[src/rtl/sysmem_icb_arb2.sv]
// sysmem_icb_arb2 -- two-master ICB arbiter in front of the system-memory port.
//
// One command is granted per cycle and forwarded combinationally to the sysmem
// slave. The issuing master of every accepted command is recorded in a 1-bit ID
// FIFO. Responses come back in order, and the FIFO head steers each one to the
// master that issued it.
//
// Optional feature (compile-time macro SYSMEM_ARB_RR_EN):
//   defined     : round-robin between the masters when both request
//   not defined : fixed priority, m0 always wins when no command is locked
//
// Parameters:
//   AW         command address width
//   OUTS_DEPTH maximum outstanding transactions (power of two, 2..16)
//
// Ports:
//   clk, rst_n                 clock, asynchronous active-low reset
//   m0_icb_cmd_* / m1_icb_cmd_* master command channels (valid/ready/addr/read/wdata/wmask)
//   m0_icb_rsp_* / m1_icb_rsp_* master response channels (valid/ready/err/rdata)
//   sysmem_icb_cmd_*           slave command channel
//   sysmem_icb_rsp_*           slave response channel
module sysmem_icb_arb2 #(
  parameter int AW         = 32,
  parameter int OUTS_DEPTH = 4
) (
  input  logic          clk,
  input  logic          rst_n,
  input  logic          m0_icb_cmd_valid,
  output logic          m0_icb_cmd_ready,
  input  logic [AW-1:0] m0_icb_cmd_addr,
  input  logic          m0_icb_cmd_read,
  input  logic [31:0]   m0_icb_cmd_wdata,
  input  logic [3:0]    m0_icb_cmd_wmask,
  output logic          m0_icb_rsp_valid,
  input  logic          m0_icb_rsp_ready,
  output logic          m0_icb_rsp_err,
  output logic [31:0]   m0_icb_rsp_rdata,
  input  logic          m1_icb_cmd_valid,
  output logic          m1_icb_cmd_ready,
  input  logic [AW-1:0] m1_icb_cmd_addr,
  input  logic          m1_icb_cmd_read,
  input  logic [31:0]   m1_icb_cmd_wdata,
  input  logic [3:0]    m1_icb_cmd_wmask,
  output logic          m1_icb_rsp_valid,
  input  logic          m1_icb_rsp_ready,
  output logic          m1_icb_rsp_err,
  output logic [31:0]   m1_icb_rsp_rdata,
  output logic          sysmem_icb_cmd_valid,
  input  logic          sysmem_icb_cmd_ready,
  output logic [AW-1:0] sysmem_icb_cmd_addr,
  output logic          sysmem_icb_cmd_read,
  output logic [31:0]   sysmem_icb_cmd_wdata,
  output logic [3:0]    sysmem_icb_cmd_wmask,
  input  logic          sysmem_icb_rsp_valid,
  output logic          sysmem_icb_rsp_ready,
  input  logic          sysmem_icb_rsp_err,
  input  logic [31:0]   sysmem_icb_rsp_rdata
);

  localparam int PW = $clog2(OUTS_DEPTH);
  localparam int CW = PW + 1;

  logic                  r_lock_vld;
  logic                  r_lock_id;
  logic [OUTS_DEPTH-1:0] r_fifo;
  logic [PW-1:0]         r_wptr;
  logic [PW-1:0]         r_rptr;
  logic [CW-1:0]         r_count;

  logic w_full;
  logic w_empty;
  logic w_arb_grant;
  logic w_grant;
  logic w_grant_vld;
  logic w_push;
  logic w_pop;
  logic w_head;

  assign w_full  = (r_count == CW'(OUTS_DEPTH));
  assign w_empty = (r_count == '0);

`ifdef SYSMEM_ARB_RR_EN
  // Master that won the most recent command handshake; reset to m1 so m0 wins first.
  logic r_last_grant;

  always_comb begin
    w_arb_grant = 1'b0;
    if (m0_icb_cmd_valid && m1_icb_cmd_valid) begin
      w_arb_grant = ~r_last_grant;
    end else if (m1_icb_cmd_valid) begin
      w_arb_grant = 1'b1;
    end
  end

  always_ff @(posedge clk or negedge rst_n) begin
    if (!rst_n) begin
      r_last_grant <= 1'b1;
    end else if (w_push) begin
      r_last_grant <= w_grant;
    end
  end
`else
  assign w_arb_grant = m1_icb_cmd_valid & ~m0_icb_cmd_valid;
`endif

  // A command that was presented but not accepted keeps its grant, so the
  // slave never sees the payload change under a pending valid.
  assign w_grant     = r_lock_vld ? r_lock_id : w_arb_grant;
  assign w_grant_vld = w_grant ? m1_icb_cmd_valid : m0_icb_cmd_valid;

  assign sysmem_icb_cmd_valid = w_grant_vld & ~w_full;
  assign sysmem_icb_cmd_addr  = w_grant ? m1_icb_cmd_addr  : m0_icb_cmd_addr;
  assign sysmem_icb_cmd_read  = w_grant ? m1_icb_cmd_read  : m0_icb_cmd_read;
  assign sysmem_icb_cmd_wdata = w_grant ? m1_icb_cmd_wdata : m0_icb_cmd_wdata;
  assign sysmem_icb_cmd_wmask = w_grant ? m1_icb_cmd_wmask : m0_icb_cmd_wmask;

  // Full blocks new commands even when a response pops in the same cycle.
  assign m0_icb_cmd_ready = ~w_grant & sysmem_icb_cmd_ready & ~w_full;
  assign m1_icb_cmd_ready =  w_grant & sysmem_icb_cmd_ready & ~w_full;

  assign w_push = sysmem_icb_cmd_valid & sysmem_icb_cmd_ready;

  // The head ID routes the response; an empty FIFO stalls a stray response.
  assign w_head               = r_fifo[r_rptr];
  assign m0_icb_rsp_valid     = sysmem_icb_rsp_valid & ~w_empty & ~w_head;
  assign m1_icb_rsp_valid     = sysmem_icb_rsp_valid & ~w_empty &  w_head;
  assign sysmem_icb_rsp_ready = ~w_empty & (w_head ? m1_icb_rsp_ready : m0_icb_rsp_ready);
  assign m0_icb_rsp_err       = sysmem_icb_rsp_err;
  assign m1_icb_rsp_err       = sysmem_icb_rsp_err;
  assign m0_icb_rsp_rdata     = sysmem_icb_rsp_rdata;
  assign m1_icb_rsp_rdata     = sysmem_icb_rsp_rdata;

  assign w_pop = sysmem_icb_rsp_valid & sysmem_icb_rsp_ready;

  always_ff @(posedge clk or negedge rst_n) begin
    if (!rst_n) begin
      r_lock_vld <= 1'b0;
      r_lock_id  <= 1'b0;
    end else if (w_push) begin
      r_lock_vld <= 1'b0;
    end else if (sysmem_icb_cmd_valid && !sysmem_icb_cmd_ready) begin
      r_lock_vld <= 1'b1;
      r_lock_id  <= w_grant;
    end
  end

  // Pointers wrap naturally because OUTS_DEPTH is a power of two.
  always_ff @(posedge clk or negedge rst_n) begin
    if (!rst_n) begin
      r_fifo  <= '0;
      r_wptr  <= '0;
      r_rptr  <= '0;
      r_count <= '0;
    end else begin
      if (w_push) begin
        r_fifo[r_wptr] <= w_grant;
        r_wptr         <= r_wptr + PW'(1);
      end
      if (w_pop) begin
        r_rptr <= r_rptr + PW'(1);
      end
      case ({w_push, w_pop})
        2'b10:   r_count <= r_count + CW'(1);
        2'b01:   r_count <= r_count - CW'(1);
        default: r_count <= r_count;
      endcase
    end
  end

endmodule

[config.mk]
export PLATFORM = sky130hd
export DESIGN_NAME = sysmem_icb_arb2
export DESIGN_NICKNAME = d
export VERILOG_FILES = /design/src/rtl/sysmem_icb_arb2.sv
export SDC_FILE = /design/constraint.sdc
export NUM_CORES = 1
export LEC_CHECK = 0
export ABC_AREA = 1
export BUFFER_PORTS_ARGS = -buffer_cell sky130_fd_sc_hd__buf_2
export CAP_MARGIN = 20
export CORE_AREA = 2 2 124 126
export CTS_CLUSTER_DIAMETER = 120
export DETAILED_ROUTE_END_ITERATION = 8
export DIE_AREA = 0 0 126 128
export MAX_ROUTING_LAYER = met4
export PLACE_DENSITY = 0.55
export SYNTH_ARGS = -nofsm -noshare
export SYNTH_HDL_FRONTEND = slang
export SYNTH_SLANG_ARGS = --single-unit
[constraint.sdc]
create_clock -name clk -period 3.9 [get_ports clk]
set_input_delay 0.78 -clock clk [delete_from_list [all_inputs] [get_ports clk]]
set_output_delay 0.78 -clock clk [all_outputs]
set_load 0.01 [all_outputs]
==> impl_results.md, run 1 <==
* Buffers inserted by post-CTS timing repair at 0
* H-tree levels at 1
* Overall routed net length at between 9000 and 10000 um
* Num ports at 320
* Start point of the critical path: m1_icb_cmd_valid
* Termination of the worst setup path: sysmem_icb_cmd_addr[17]
* Clock tree root driver cell: sky130_fd_sc_hd__clkbuf_16
* Endpoints failing hold at 0
* Cell area power density at between 500 and 600 nW/um2
* Final-layout worst hold slack at 427 ps
* Most common library cell in the layout ignoring fill and taps: sky130_fd_sc_hd__nand2_1
* TritonCTS clock tree: done
* Full die area at 16100 um2
* Setup_tns at 0 ps
* Startpoint-to-endpoint class of the critical path: in2out
* Sequential cell area fraction in the yosys report at 0.146
* Fraction of the cycle the final worst path needs at 0.706
* Wire length per cell at about 13 um
* Cts bufs inserted at 3
* Port bufs at 220
* Combined global-route utilization of all metal layers at 0.109
* Number of warning messages in the yosys log at 0
* Final critical-path required period at between 2000 and 3000 ps
* Gate count after technology mapping at ~400
* Horizontal die dimension at 126 um
* Weighted congestion reported at the end of routability-driven placement at approximately 0.74
* Area growth from synthesis to layout at 38.7%
* First-pass GRT wire length at between 10000 and 15000 um
* Area of placed instances at about 3000 um2
* Drt via density at about 3.8
* Critical path capture point type: output pin
* Worst-margin pin slew at around 450 ps
* Synthesized area at roughly 2200 um2
* Max-cap check violation count at 0
* Maximum number of pins on one net before global-route repair at 53
* Outcome: finished clean
* Count of hold buffers inserted by post-cts repair at 0
* Vias in the first global route at between 2000 and 2500
* Fraction of final layout cells sized beyond drive strength 1 at 0.444
* Most frequent cells in the layout: 236 x sky130_fd_sc_hd__nand2_1, 220 x sky130_fd_sc_hd__buf_2, 17 x sky130_fd_sc_hd__inv_1
* Startpoint kind of the worst setup timing path: input pin
* Worst clock skew on the final layout at 1.91 ps
* Final design area excluding fillers at 3090 um2
* Setup repair after global routing missed its margin: no
* Initial standard-cell utilization of the core at 0.150
* # rows at 45
* Avg Synthesized Cell Area at 5.58 um2
* Met1 wire length at between 3000 and 4000 um
* Startpoint of the lowest-slack register-to-register path: r_count[0]
* Max-slew violation total from the final report at 0
* # resized after CTS at 0
* Amount of wire on met3 after detailed routing at 1710 um
* Number of vias in the routed layout at between 2000 and 3000
* Vert. Die Dim at 128 um
* Number of cells traversed by the worst register-to-register path at 12
* Sum of met2 wire segment lengths after detailed routing at ~4700 um
* Total of endpoints with negative setup slack in the final report at 0
* Clock tree buffer depth at 2
* Reg2Reg Capture Point: r_count[2]
* Peak supply drop at approximately 0.24 mV
* Skew-Pair Late Insertion Delay at ~240 ps
* Final net count at approximately 730
* Leakage power total at roughly 2 nW
* Detailed placement HPWL at around 8400 um
* Antenna Diode Count at 0
* Total number of clock tree sinks at 13
* Synth Register Bits at 13
* Class of the tightest hold or removal check: in2async
* Detailed-routing iteration count for the pre-antenna-repair pass at 5
* Overflow left after global routing at 0
* Number of antenna-violating nets in the routed design at 0
* Flop-to-flop setup slack at roughly 1800 ps
* Relative max-transition margin at 0.703
* Area of the core at between 10000 and 15000 um2
* Fmax achieved at 363 MHz
* Max Used Layer: met4
* Syn_nets at 584
* Residual DRC at 0
* Critical-path maximum fanout at 52
* Number of antenna violations at the first check in global routing at 0
* Data required time of the worst path at ~3100 ps
* Number of unique standard cell types used by synthesis at 21
* Crit path arrival time at 1970 ps
* DRC violation total after the first TritonRoute iteration at approximately 160
* Clock slew at reported path FFs at around 40 ps
## how the worst min path moves through the flow
stage,startpoint,end,slack (ps)
final,rst_n,r_rptr[1],430
after global routing,rst_n,r_count[2],450
after CTS,rst_n,r_count[2],430
after detailed placement,r_fifo[2],r_fifo[2],470
after global placement,r_fifo[2],r_fifo[2],470
after floorplan,r_fifo[1],r_fifo[1],450
## cells in the mapped netlist, drive strengths merged
| master | n | area (um2) |
|---|---|---|
| a21oi | 3 | 15.0 |
| buf | 81 | 589 |
| dfrtp | 13 | 325 |
| fa | 1 | 20.0 |
| ha | 5 | 62.6 |
| inv | 23 | 86.3 |
| nand2 | 240 | 916 |
| nand3 | 15 | 95.1 |
| nand4 | 4 | 25.0 |
| nor2 | 7 | 45.1 |
| o21ai | 4 | 20.0 |
| xnor2 | 1 | 8.76 |
| xor2 | 2 | 17.5 |
## flip-flops by register name (all words and copies together), names as in the netlist
name / cells
r_fifo: 4
r_lock_vld: 1
r_count: 3
r_lock_id: 1
r_wptr: 2
r_rptr: 2
## per-layer routing
layer	global-route usage	vias up
met2	0.178	181
met5	-	-
met4	0.0271	0
met1	0.105	1134
met3	0.0760	25
li1	-	1419
## per-stage QoR
step                      std cells   util  worst slack (ps)  total power, mW
after floorplan                 399      -              1650             1.17
after global placement          729  0.202              1120             1.58
after detailed placement        729  0.202              1130             1.59
after CTS                       733  0.208              1120             1.79
after global routing            733  0.208              1030             1.95
final                           733  0.208              1150             1.76
## cells by family (layout without fill, tap and decap cells)
family,Yosys count,count (layout),share of synthesized area
AO/OA/AOI/OAI,7,7,0.0157
XOR/XNOR,3,3,0.0118
AND/OR/NAND/NOR,266,266,0.486
adder cells (fa/ha/maj),6,6,0.0371
flip-flops,13,13,0.146
buffers and inverters,104,250,0.304
## where the power goes
group	total, mW	leakage (nW)	switching (mW)	internal, mW
logic	1.31	1.83	0.815	0.493
registers	0.258	0.163	0.0556	0.202
clock network	0.192	0.0382	0.0541	0.138
total	1.76	2.03	0.924	0.833
## area by class of cell
class                           count  area (um2)
Fill cell                        1727       11800
Inverter                           23        86.3
Clock buffer                        4        78.8
Multi-Input combinational cell    282        1220
Sequential cell                    13         325
Tap cell                          188         235
Timing Repair Buffer              223        1140
## worst max-delay path, stage by stage
cell and delay [ps]:
sky130_fd_sc_hd__buf_2 110, sky130_fd_sc_hd__nand3_2 80, sky130_fd_sc_hd__nand2_2 80, sky130_fd_sc_hd__inv_2 290, sky130_fd_sc_hd__buf_12 270, sky130_fd_sc_hd__nand2_1 80, sky130_fd_sc_hd__nand2_1 90, sky130_fd_sc_hd__buf_2 140
No activity file was read; power rests on OpenSTA's default activity.
==> run 2, diff against run 1 <==
Settings changed: CORE_AREA 2 2 124 126 to 2 2 123 125, DIE_AREA 0 0 126 128 to 0 0 125 127, PLACE_DENSITY 0.55 to 0.57.
Clock period 3.9 ns to 2.4 ns, I/O delays scaled along.
==> run 2 against run 1 <==
Net effect: register-to-register slack lost 1500 ps; via count shrank 1.5%; clock power grew 65%; critical endpoint is now r_count[2]; first-iteration DRC count shrank 44%; clock skew shrank 1.0 ps; critical path depth grew 5; critical path type is now reg2reg; global-route usage shrank 1.0 points; power grew 62%; cell count is the same.
==> impl_results.md, run 2 (same netlist as run 1, synthesis figures left out) <==
* Outcome: finished clean
* Residual DRC at 0
* Worst-margin pin slew at between 300 and 400 ps
* Crit path arrival time at about 2200 ps
* DRC violation total after the first TritonRoute iteration at just under 90
* H-tree levels at 1
* Setup_tns at 0 ps
* Number of antenna violations at the first check in global routing at 3
* Critical-path maximum fanout at 5
* Number of vias in the routed layout at roughly 2700
* Fmax achieved at around 470 MHz
* Worst clock skew on the final layout at between 0.8 and 0.9 ps
* Clock tree root driver cell: sky130_fd_sc_hd__clkbuf_16
* Clock slew at reported path FFs at about 50 ps
* Initial standard-cell utilization of the core at 0.154
* Critical path capture point type: flip-flop
* Class of the tightest hold or removal check: in2async
* Combined global-route utilization of all metal layers at 0.0985
* Max-slew violation total from the final report at 0
* Startpoint-to-endpoint class of the critical path: reg2reg
* Met1 wire length at roughly 3200 um
* Top register by number of flip-flops: r_fifo
* Detailed placement HPWL at about 7200 um
* Overflow left after global routing at 0
* Fraction of final layout cells sized beyond drive strength 1 at 0.447
* Fraction of the cycle the final worst path needs at 0.878
* Final critical-path required period at roughly 2100 ps
* Total Power at between 2 and 3 mW
* Full die area at 15900 um2
* Leakage power total at about 2 nW
* Flip-flop count of the largest register after layout at 4
* Max Used Layer: met4
* Clock tree buffer depth at 2
* Cell area power density at around 920 nW/um2
* Count of hold buffers inserted by post-cts repair at 0
* # rows at 44
* Most frequent cells in the layout: 236 x sky130_fd_sc_hd__nand2_1, 220 x sky130_fd_sc_hd__buf_2, 17 x sky130_fd_sc_hd__inv_1
* Total of endpoints with negative setup slack in the final report at 0
* TritonCTS clock tree: done
* Vias in the first global route at around 2500
* Relative max-transition margin at 0.777
* Detailed-routing iteration count for the pre-antenna-repair pass at 4
* First-pass GRT wire length at 12400 um
* Area growth from synthesis to layout at 39.2%
* Amount of wire on met3 after detailed routing at about 1100 um
* Buffers inserted by post-CTS timing repair at 0
* Startpoint kind of the worst setup timing path: flip-flop
* Max-cap check violation count at 0
* Horizontal die dimension at about 130 um
* Most common library cell in the layout ignoring fill and taps: sky130_fd_sc_hd__nand2_1
* Overall routed net length at 8560 um
* Wire length per cell at approximately 12 um
* Vert. Die Dim at around 130 um
* Peak supply drop at 0.311 mV
* Data required time of the worst path at 2520 ps
* Area of the core at ~14000 um2
* Largest regs: r_fifo (4), r_count (3)
* Skew-Pair Late Insertion Delay at approximately 240 ps
* Sum of met2 wire segment lengths after detailed routing at approximately 4100 um
* Number of antenna-violating nets in the routed design at 0
* Setup repair after global routing missed its margin: no
* Maximum number of pins on one net before global-route repair at slightly above 70
* Endpoints failing hold at 0
* Weighted congestion reported at the end of routability-driven placement at 0.698
* Final net count at 732
* Total number of clock tree sinks at 13
* Cts bufs inserted at 3
* # resized after CTS at 0
* Port bufs at 220
* Drt via density at between 3 and 4
* Num ports at 320
[run 2: area by class of cell]
| class | count | area [um2] |
|---|---|---|
| Antenna cell | 3 | 7.51 |
| Multi-Input combinational cell | 282 | 1220 |
| Clock buffer | 3 | 75.1 |
| Timing Repair Buffer | 224 | 1140 |
| Fill cell | 1664 | 11300 |
| Inverter | 23 | 86.3 |
| Tap cell | 184 | 230 |
| Sequential cell | 13 | 325 |
| Clock inverter | 1 | 5.00 |
[run 2: critical path, cell delays in order, from the launching register on]
cell	delay [ps]
sky130_fd_sc_hd__dfrtp_1	440
sky130_fd_sc_hd__inv_2	90
sky130_fd_sc_hd__nand2_1	60
sky130_fd_sc_hd__nand3_2	90
sky130_fd_sc_hd__nand2_2	70
sky130_fd_sc_hd__nand2_1	50
sky130_fd_sc_hd__nand3_1	100
sky130_fd_sc_hd__inv_1	90
sky130_fd_sc_hd__ha_1	140
sky130_fd_sc_hd__inv_1	60
sky130_fd_sc_hd__fa_1	370
sky130_fd_sc_hd__a21oi_1	150
sky130_fd_sc_hd__o21ai_0	110
sky130_fd_sc_hd__xor2_1	150
[run 2: report_power, final]
part	total [mW]	switching [mW]	internal (mW)	leakage [nW]
clock	0.317	0.0951	0.222	0.0409
combinational	2.12	1.31	0.808	1.83
sequential	0.420	0.0911	0.329	0.163
total	2.85	1.49	1.36	2.04
[run 2: through the flow]
step | setup WS (ps) | cells | utilization | hold slack, ps | area (um2)
3_5_place_dp | 229 | 726 | 0.209 | 396 | 3010
3_3_place_gp | 254 | 726 | 0.209 | 396 | 3010
6_report | 294 | 733 | 0.215 | 128 | 3100
4_1_cts | 265 | 730 | 0.214 | 138 | 3090
2_1_floorplan | 447 | 399 | - | 184 | 2230
5_1_grt | 68.7 | 733 | 0.215 | 145 | 3100
[run 2: path summary, 6_finish.rpt]
path	to	startpoint	slack, ps	cells after the start
max	r_count[2]	r_rptr[0]	290	13
min in group clk	r_fifo[3]	r_fifo[3]	480	2
max in group asynchronous	r_lock_vld	rst_n	2030	1
max reg2reg	r_count[2]	r_rptr[0]	290	13
min reg2reg	r_fifo[3]	r_fifo[3]	480	2
min	r_count[0]	rst_n	130	1
[run 2: metal layers]
metal | track usage | up-vias
met5 | - | -
met1 | 0.107 | 1096
met2 | 0.166 | 186
met4 | 0.0170 | 0
met3 | 0.0482 | 9
li1 | - | 1426
